===== config.mk =====
export PLATFORM = sky130hd
export DESIGN_NAME = pulse_burst_gen
export DESIGN_NICKNAME = d
export VERILOG_FILES = /design/src/rtl/pulse_burst_pkg.sv /design/src/rtl/burst_timer.sv /design/src/rtl/pulse_burst_gen.sv
export SDC_FILE = /design/constraint.sdc
export NUM_CORES = 1
export LEC_CHECK = 0
export ABC_AREA = 1
export BUFFER_PORTS_ARGS = -buffer_cell sky130_fd_sc_hd__buf_2
export CORE_UTILIZATION = 50
export CTS_CLUSTER_DIAMETER = 150
export DETAILED_ROUTE_END_ITERATION = 8
export HOLD_SLACK_MARGIN = 0.05
export PLACE_DENSITY = 0.67
export SLEW_MARGIN = 25
export SYNTH_ARGS = -nofsm -noshare
export SYNTH_HDL_FRONTEND = slang
export SYNTH_SLANG_ARGS = --single-unit

===== constraint.sdc =====
create_clock -name clk -period 3.7 [get_ports clk]
set_input_delay 0.74 -clock clk [delete_from_list [all_inputs] [get_ports clk]]
set_output_delay 0.74 -clock clk [all_outputs]
set_load 0.05 [all_outputs]

===== src/rtl/pulse_burst_pkg.sv =====
// Shared definitions for the pulse burst generator.
//   - burst_state_e : FSM state encoding (idle, delay, high, low)
//   - DefCntWidth   : default width of the delay / period / high-length counters
//   - DefNumWidth   : default width of the pulse-count field
// Optional build macro used by pulse_burst_gen: PULSE_BURST_GEN_RETRIGGER_EN.
package pulse_burst_pkg;

  localparam int unsigned DefCntWidth = 32;
  localparam int unsigned DefNumWidth = 16;

  typedef enum logic [1:0] {
    StIdle,
    StDelay,
    StHigh,
    StLow
  } burst_state_e;

endpackage


===== src/rtl/burst_timer.sv =====
// Loadable down-counter shared by all timed phases of the burst generator.
// Ports:
//   clk_i      - clock, rising edge
//   rst_ni     - asynchronous active-low reset (count cleared to 0)
//   load_i     - load load_val_i into the counter (has priority over en_i)
//   load_val_i - value to load
//   en_i       - decrement by one when the count is non-zero
//   zero_o     - count is zero
module burst_timer #(
  parameter int unsigned Width = 32
) (
  input  logic             clk_i,
  input  logic             rst_ni,
  input  logic             load_i,
  input  logic [Width-1:0] load_val_i,
  input  logic             en_i,
  output logic             zero_o
);

  logic [Width-1:0] cnt_q, cnt_d;

  always_comb begin
    cnt_d = cnt_q;
    if (load_i) begin
      cnt_d = load_val_i;
    end else if (en_i && (cnt_q != '0)) begin
      cnt_d = cnt_q - Width'(1);
    end
  end

  always_ff @(posedge clk_i or negedge rst_ni) begin
    if (!rst_ni) begin
      cnt_q <= '0;
    end else begin
      cnt_q <= cnt_d;
    end
  end

  assign zero_o = (cnt_q == '0);

endmodule


===== src/rtl/pulse_burst_gen.sv =====
// Pulse burst generator: each accepted one-cycle trigger starts a programmable
// delay followed by a burst of num_pulses pulses of programmable high length
// and period. All outputs are registered.
// Build option: define PULSE_BURST_GEN_RETRIGGER_EN to let a trigger restart
// the block from any non-idle state; by default such triggers are dropped.
// Ports:
//   clk        - clock, rising edge
//   resetn     - asynchronous active-low reset, aborts any burst
//   trig_pulse - one-cycle trigger
//   delay      - cycles from trigger acceptance to first rise of pulse_out
//   period     - cycles between rising edges (min high length + 1)
//   high_len   - cycles pulse_out stays high (min 1)
//   num_pulses - pulses per burst (0 gives only a done strobe)
//   pulse_out  - burst output
//   busy       - burst in progress
//   done       - one-cycle strobe at the end of each burst
module pulse_burst_gen
  import pulse_burst_pkg::*;
#(
  parameter int unsigned CNT_WIDTH = DefCntWidth,
  parameter int unsigned NUM_WIDTH = DefNumWidth
) (
  input  logic                 clk,
  input  logic                 resetn,
  input  logic                 trig_pulse,
  input  logic [CNT_WIDTH-1:0] delay,
  input  logic [CNT_WIDTH-1:0] period,
  input  logic [CNT_WIDTH-1:0] high_len,
  input  logic [NUM_WIDTH-1:0] num_pulses,
  output logic                 pulse_out,
  output logic                 busy,
  output logic                 done
);

  burst_state_e state_q, state_d;

  // Phase lengths are stored minus one so the timer reaches zero on the
  // edge that ends the phase.
  logic [CNT_WIDTH-1:0] hl_m1_q, hl_m1_d;
  logic [CNT_WIDTH-1:0] low_m1_q, low_m1_d;
  logic [NUM_WIDTH-1:0] rem_q, rem_d;
  // Zero-pulse trigger seen: strobe done one cycle later without leaving idle.
  logic                 zero_pend_q, zero_pend_d;
  logic                 pulse_q, pulse_d;
  logic                 busy_q, busy_d;
  logic                 done_q, done_d;

  logic                 tmr_load;
  logic [CNT_WIDTH-1:0] tmr_val;
  logic                 tmr_en;
  logic                 tmr_zero;

  logic                 accept;
  logic [CNT_WIDTH-1:0] hl_eff;
  logic [CNT_WIDTH-1:0] hl_m1_new;
  logic [CNT_WIDTH-1:0] low_m1_new;

  // Effective lengths; the low gap is derived directly so a maximal high_len
  // never overflows the period computation.
  always_comb begin
    hl_eff     = (high_len == '0) ? CNT_WIDTH'(1) : high_len;
    hl_m1_new  = hl_eff - CNT_WIDTH'(1);
    low_m1_new = (period > hl_eff) ? (period - hl_eff - CNT_WIDTH'(1)) : '0;
  end

`ifdef PULSE_BURST_GEN_RETRIGGER_EN
  assign accept = trig_pulse && ((state_q != StIdle) || !zero_pend_q);
`else
  assign accept = trig_pulse && (state_q == StIdle) && !zero_pend_q;
`endif

  always_comb begin
    state_d     = state_q;
    hl_m1_d     = hl_m1_q;
    low_m1_d    = low_m1_q;
    rem_d       = rem_q;
    zero_pend_d = 1'b0;
    done_d      = 1'b0;
    tmr_load    = 1'b0;
    tmr_val     = '0;
    tmr_en      = 1'b0;

    if (accept) begin
      hl_m1_d  = hl_m1_new;
      low_m1_d = low_m1_new;
      rem_d    = num_pulses;
      if (num_pulses == '0) begin
        state_d     = StIdle;
        zero_pend_d = 1'b1;
      end else begin
        // Delay phase lasts delay+1 cycles: the acceptance edge is not counted.
        state_d  = StDelay;
        tmr_load = 1'b1;
        tmr_val  = delay;
      end
    end else begin
      unique case (state_q)
        StIdle: begin
          done_d = zero_pend_q;
        end
        StDelay: begin
          if (tmr_zero) begin
            state_d  = StHigh;
            rem_d    = rem_q - NUM_WIDTH'(1);
            tmr_load = 1'b1;
            tmr_val  = hl_m1_q;
          end else begin
            tmr_en = 1'b1;
          end
        end
        StHigh: begin
          if (tmr_zero) begin
            if (rem_q == '0) begin
              state_d = StIdle;
              done_d  = 1'b1;
            end else begin
              state_d  = StLow;
              tmr_load = 1'b1;
              tmr_val  = low_m1_q;
            end
          end else begin
            tmr_en = 1'b1;
          end
        end
        StLow: begin
          if (tmr_zero) begin
            state_d  = StHigh;
            rem_d    = rem_q - NUM_WIDTH'(1);
            tmr_load = 1'b1;
            tmr_val  = hl_m1_q;
          end else begin
            tmr_en = 1'b1;
          end
        end
        default: begin
          state_d = StIdle;
        end
      endcase
    end

    pulse_d = (state_d == StHigh);
    busy_d  = (state_d != StIdle);
  end

  always_ff @(posedge clk or negedge resetn) begin
    if (!resetn) begin
      state_q     <= StIdle;
      hl_m1_q     <= '0;
      low_m1_q    <= '0;
      rem_q       <= '0;
      zero_pend_q <= 1'b0;
      pulse_q     <= 1'b0;
      busy_q      <= 1'b0;
      done_q      <= 1'b0;
    end else begin
      state_q     <= state_d;
      hl_m1_q     <= hl_m1_d;
      low_m1_q    <= low_m1_d;
      rem_q       <= rem_d;
      zero_pend_q <= zero_pend_d;
      pulse_q     <= pulse_d;
      busy_q      <= busy_d;
      done_q      <= done_d;
    end
  end

  burst_timer #(
    .Width(CNT_WIDTH)
  ) u_timer (
    .clk_i     (clk),
    .rst_ni    (resetn),
    .load_i    (tmr_load),
    .load_val_i(tmr_val),
    .en_i      (tmr_en),
    .zero_o    (tmr_zero)
  );

  assign pulse_out = pulse_q;
  assign busy      = busy_q;
  assign done      = done_q;

endmodule


==> results.py <==
metrics = {
    "status": {
        "status": "complete, no violations",
    },
    "detailed_routing": {
        "totalWireLength_um": 34700,
        "routedWlPerCell_um": 17.3,
        "drc": 0,
        "via_count": 10877,
        "drt-initial-drc-count": 849,
        "vias_per_cell": 5.44,
        "postRouteAntennaNets": 0,
        "drt_pre_antenna_iters": 5,
    },
    "clock_network": {
        "cts.clk_slew.worst_paths_ps": 50,
        "clock_path_buffers": 2,
        "cts_resized": 0,
        "cts.sinks": 118,
        "hold_buffers": 0,
        "htreeDepth": 4,
        "tritoncts": "built",
        "root_buffer": "clkbuf_16",
        "clk_latency_ps": 420,
        "cts_made_buffers": 17,
        "postCtsSetupBuffers": 0,
    },
    "timing": {
        "finalHoldViolations": 0,
        "fin_ws_ps": 502,
        "slew_headroom": 0.476,
        "setup_viol": 0,
        "post-route-period-util": 0.864,
        "rsz0062_at_grt": "false",
        "finalCriticalPeriod_ps": 3200,
        "timing.fmax_mhz": 313,
        "fin_tns_setup_ps": 0,
        "whs_ps": 262,
        "tightest_slew_ps": 778,
        "finalClockSkew_ps": 8.61,
        "drv_slew": 0,
    },
    "setup_path": {
        "r2r-start": "u_timer.cnt_q[0]",
        "crit_path_end_kind": "register",
        "cp_max_fo": 4,
        "cp_data_arrival_time_ps": 3500,
        "crit_path_start_kind": "input pin",
        "required_ps": 4010,
        "cp-startpoint": "high_len[2]",
        "crit_type": "input pin to register",
    },
    "power_and_ir_drop": {
        "seqPwrFrac": 0.353,
        "pwr-share-comb": 0.167,
        "peakVddDrop_mv": 0.330,
        "p_leak_nw": 5.87,
        "p_int_w": 0.00267,
        "switching_share": 0.268,
        "power_w": 0.00365,
        "p_sw_w": 0.000981,
        "power_frac_clock": 0.479,
        "power-per-cell-area_nw_per_um2": 313,
    },
    "logic_synthesis": {
        "yosysSeqAreaShare": 0.292,
        "ys.flop_type": "dfrtp_1",
        "netlist_area_sq_um": 10100,
        "syn_nets": 1756,
        "synth_largest_area_cell": "dfrtp_1",
        "yosysTopAreaCellShare": 0.292,
        "syn-instance-count": 1604,
        "synth_cell_types": 43,
        "async_reset_ff_frac": 1.00,
        "yosys-top-cells-area": "dfrtp_1 29%, nand2_1 20%, nor2_1 7.2%",
        "synth_warnings": 0,
        "avgSynthCellArea_sq_um": 6.31,
        "ys_seq_elements": 118,
        "synth-edff-count": 0,
    },
    "global_route": {
        "grt_util_met1": 0.456,
        "grt_util_all_layers": 0.346,
        "grt_max_degree": 63,
        "grt_antenna_before_repair": 2,
        "met3_usage": 0.0497,
        "grt_overflow": 0,
        "grt-busiest-layer": "met2",
        "grt_pass1_vias": 10099,
        "grt_pass1_wl_um": 53800,
        "gr-usage-met2": 0.578,
    },
    "floorplanning": {
        "fp.dieH_um": 144,
        "io_pins": 118,
        "coreArea_sq_um": 19700,
        "initial_core_util": 0.515,
        "die_w_um": 144,
        "dieArea_sq_um": 20800,
        "row_count": 51,
    },
    "finish": {
        "syn_to_final_growth_pct": 15.5,
        "diodes": 0,
        "nNetsFinal": 1872,
        "drive_gt1_frac": 0.123,
        "layout_common_cells": "537 x nand2_1, 193 x nor2_1, 186 x inv_1, 118 x dfrtp_1, 116 x buf_2",
        "layout_commonest_cell": "nand2_1",
        "n_fill_cell": 2033,
    },
    "min_path": {
        "hold_class": "input pin to async pin",
    },
    "placement": {
        "io_buffer_count": 117,
        "dp_hpwl_um": 28100,
        "gp_congestion": 0.980,
        "dp_slack_ps": 101,
    },
    "flow_run": {
        "cap_violations": 0,
    },
}
[synth_stat cells (9+ instances only)]
| master | count |
|---|---|
| a21oi_1 | 33 |
| nand4_1 | 97 |
| nand3_1 | 98 |
| nor3_1 | 15 |
| clkbuf_1 | 27 |
| nand2_1 | 537 |
| nor2_1 | 193 |
| dfrtp_1 | 118 |
| ha_1 | 36 |
| buf_2 | 12 |
| xnor2_1 | 30 |
| o21ai_0 | 86 |
| inv_1 | 186 |
| o21ai_1 | 10 |
| xor2_1 | 38 |
| o21ai_2 | 9 |
[per-layer routing]
layer / part of all wire / wire length (um)
met3: 0.063 / 2180
met2: 0.47 / 16300
met4: 0.030 / 1030
met1: 0.44 / 15200
met5: 0.00055 / 19
[layout make-up]
cell class                      count  area, sq um  area share
Timing Repair Buffer              148          858      0.0735
Sequential cell                   118         2950       0.253
Clock buffer                       23          478      0.0409
Multi-Input combinational cell   1246         6210       0.531
Inverter                          189          709      0.0607
Clock inverter                      9          148      0.0126
Tap cell                          265          332      0.0284
[power groups by stage]
stage / Sequential [W] / Clock, W / Combinational (W)
6_report: 0.00129 / 0.00175 / 0.000611
5_1_grt: 0.00129 / 0.00183 / 0.000676
4_1_cts: 0.00129 / 0.00177 / 0.000602
3_5_place_dp: 0.00131 / 0 / 0.000598
3_3_place_gp: 0.00131 / 0 / 0.000602
2_1_floorplan: 0.00131 / 0 / 0.000338
[worst max-delay path: stages]
cell,delay [ps]
buf_2,120
nor2_1,120
nand2_1,140
nor2_1,60
nand2_1,60
nor2_1,40
nor2_1,320
ha_1,250
inv_1,60
fa_1,420
o21ai_0,430
nand2_1,90
nand2_1,150
nand2_1,60
nand2_1,100
nand2_1,70
nand3_1,80
nand2_1,60
nand2_1,60
nand2_1,50
[stage by stage]
step | instance area, sq um | std cells | util
3_5_place_dp | 11100 | 1966 | 0.563
3_3_place_gp | 11100 | 1966 | 0.563
4_1_cts | 11700 | 1998 | 0.594
2_1_floorplan | 10100 | 1604 | -
6_report | 11700 | 1998 | 0.594
5_1_grt | 11700 | 1998 | 0.594
[worst paths after layout]
check / end / slack (ps) / cells past startpoint
worst max-delay path: low_m1_q[28] / 500 / 20
worst min-delay path: rem_q[13] / 260 / 1
worst max register to register: u_timer.cnt_q[13] / 740 / 13
worst min register to register: hl_m1_q[29] / 480 / 2
max in group asynchronous: u_timer.cnt_q[11] / 2710 / 2
min in group clk: hl_m1_q[29] / 480 / 2
[flip-flops by register name, indices dropped and copies added (netlist names)]
register / count
low_m1_q: 32
state_q: 2
pulse_out: 1
zero_pend_q: 1
busy: 1
hl_m1_q: 32
done: 1
u_timer.cnt_q: 32
rem_q: 16
[kinds of logic (layout without fill, tap and decap cells)]
| kind of cell | count (synthesis) | count (layout) | synth area share |
|---|---|---|---|
| simple gates | 974 | 974 | 0.414 |
| fa+ha+maj | 37 | 37 | 0.0465 |
| flops | 118 | 118 | 0.292 |
| xor+xnor | 68 | 68 | 0.0589 |
| compound gates | 167 | 167 | 0.0933 |
| buf+inv | 240 | 369 | 0.0951 |
(Power assumes the default switching activity.)
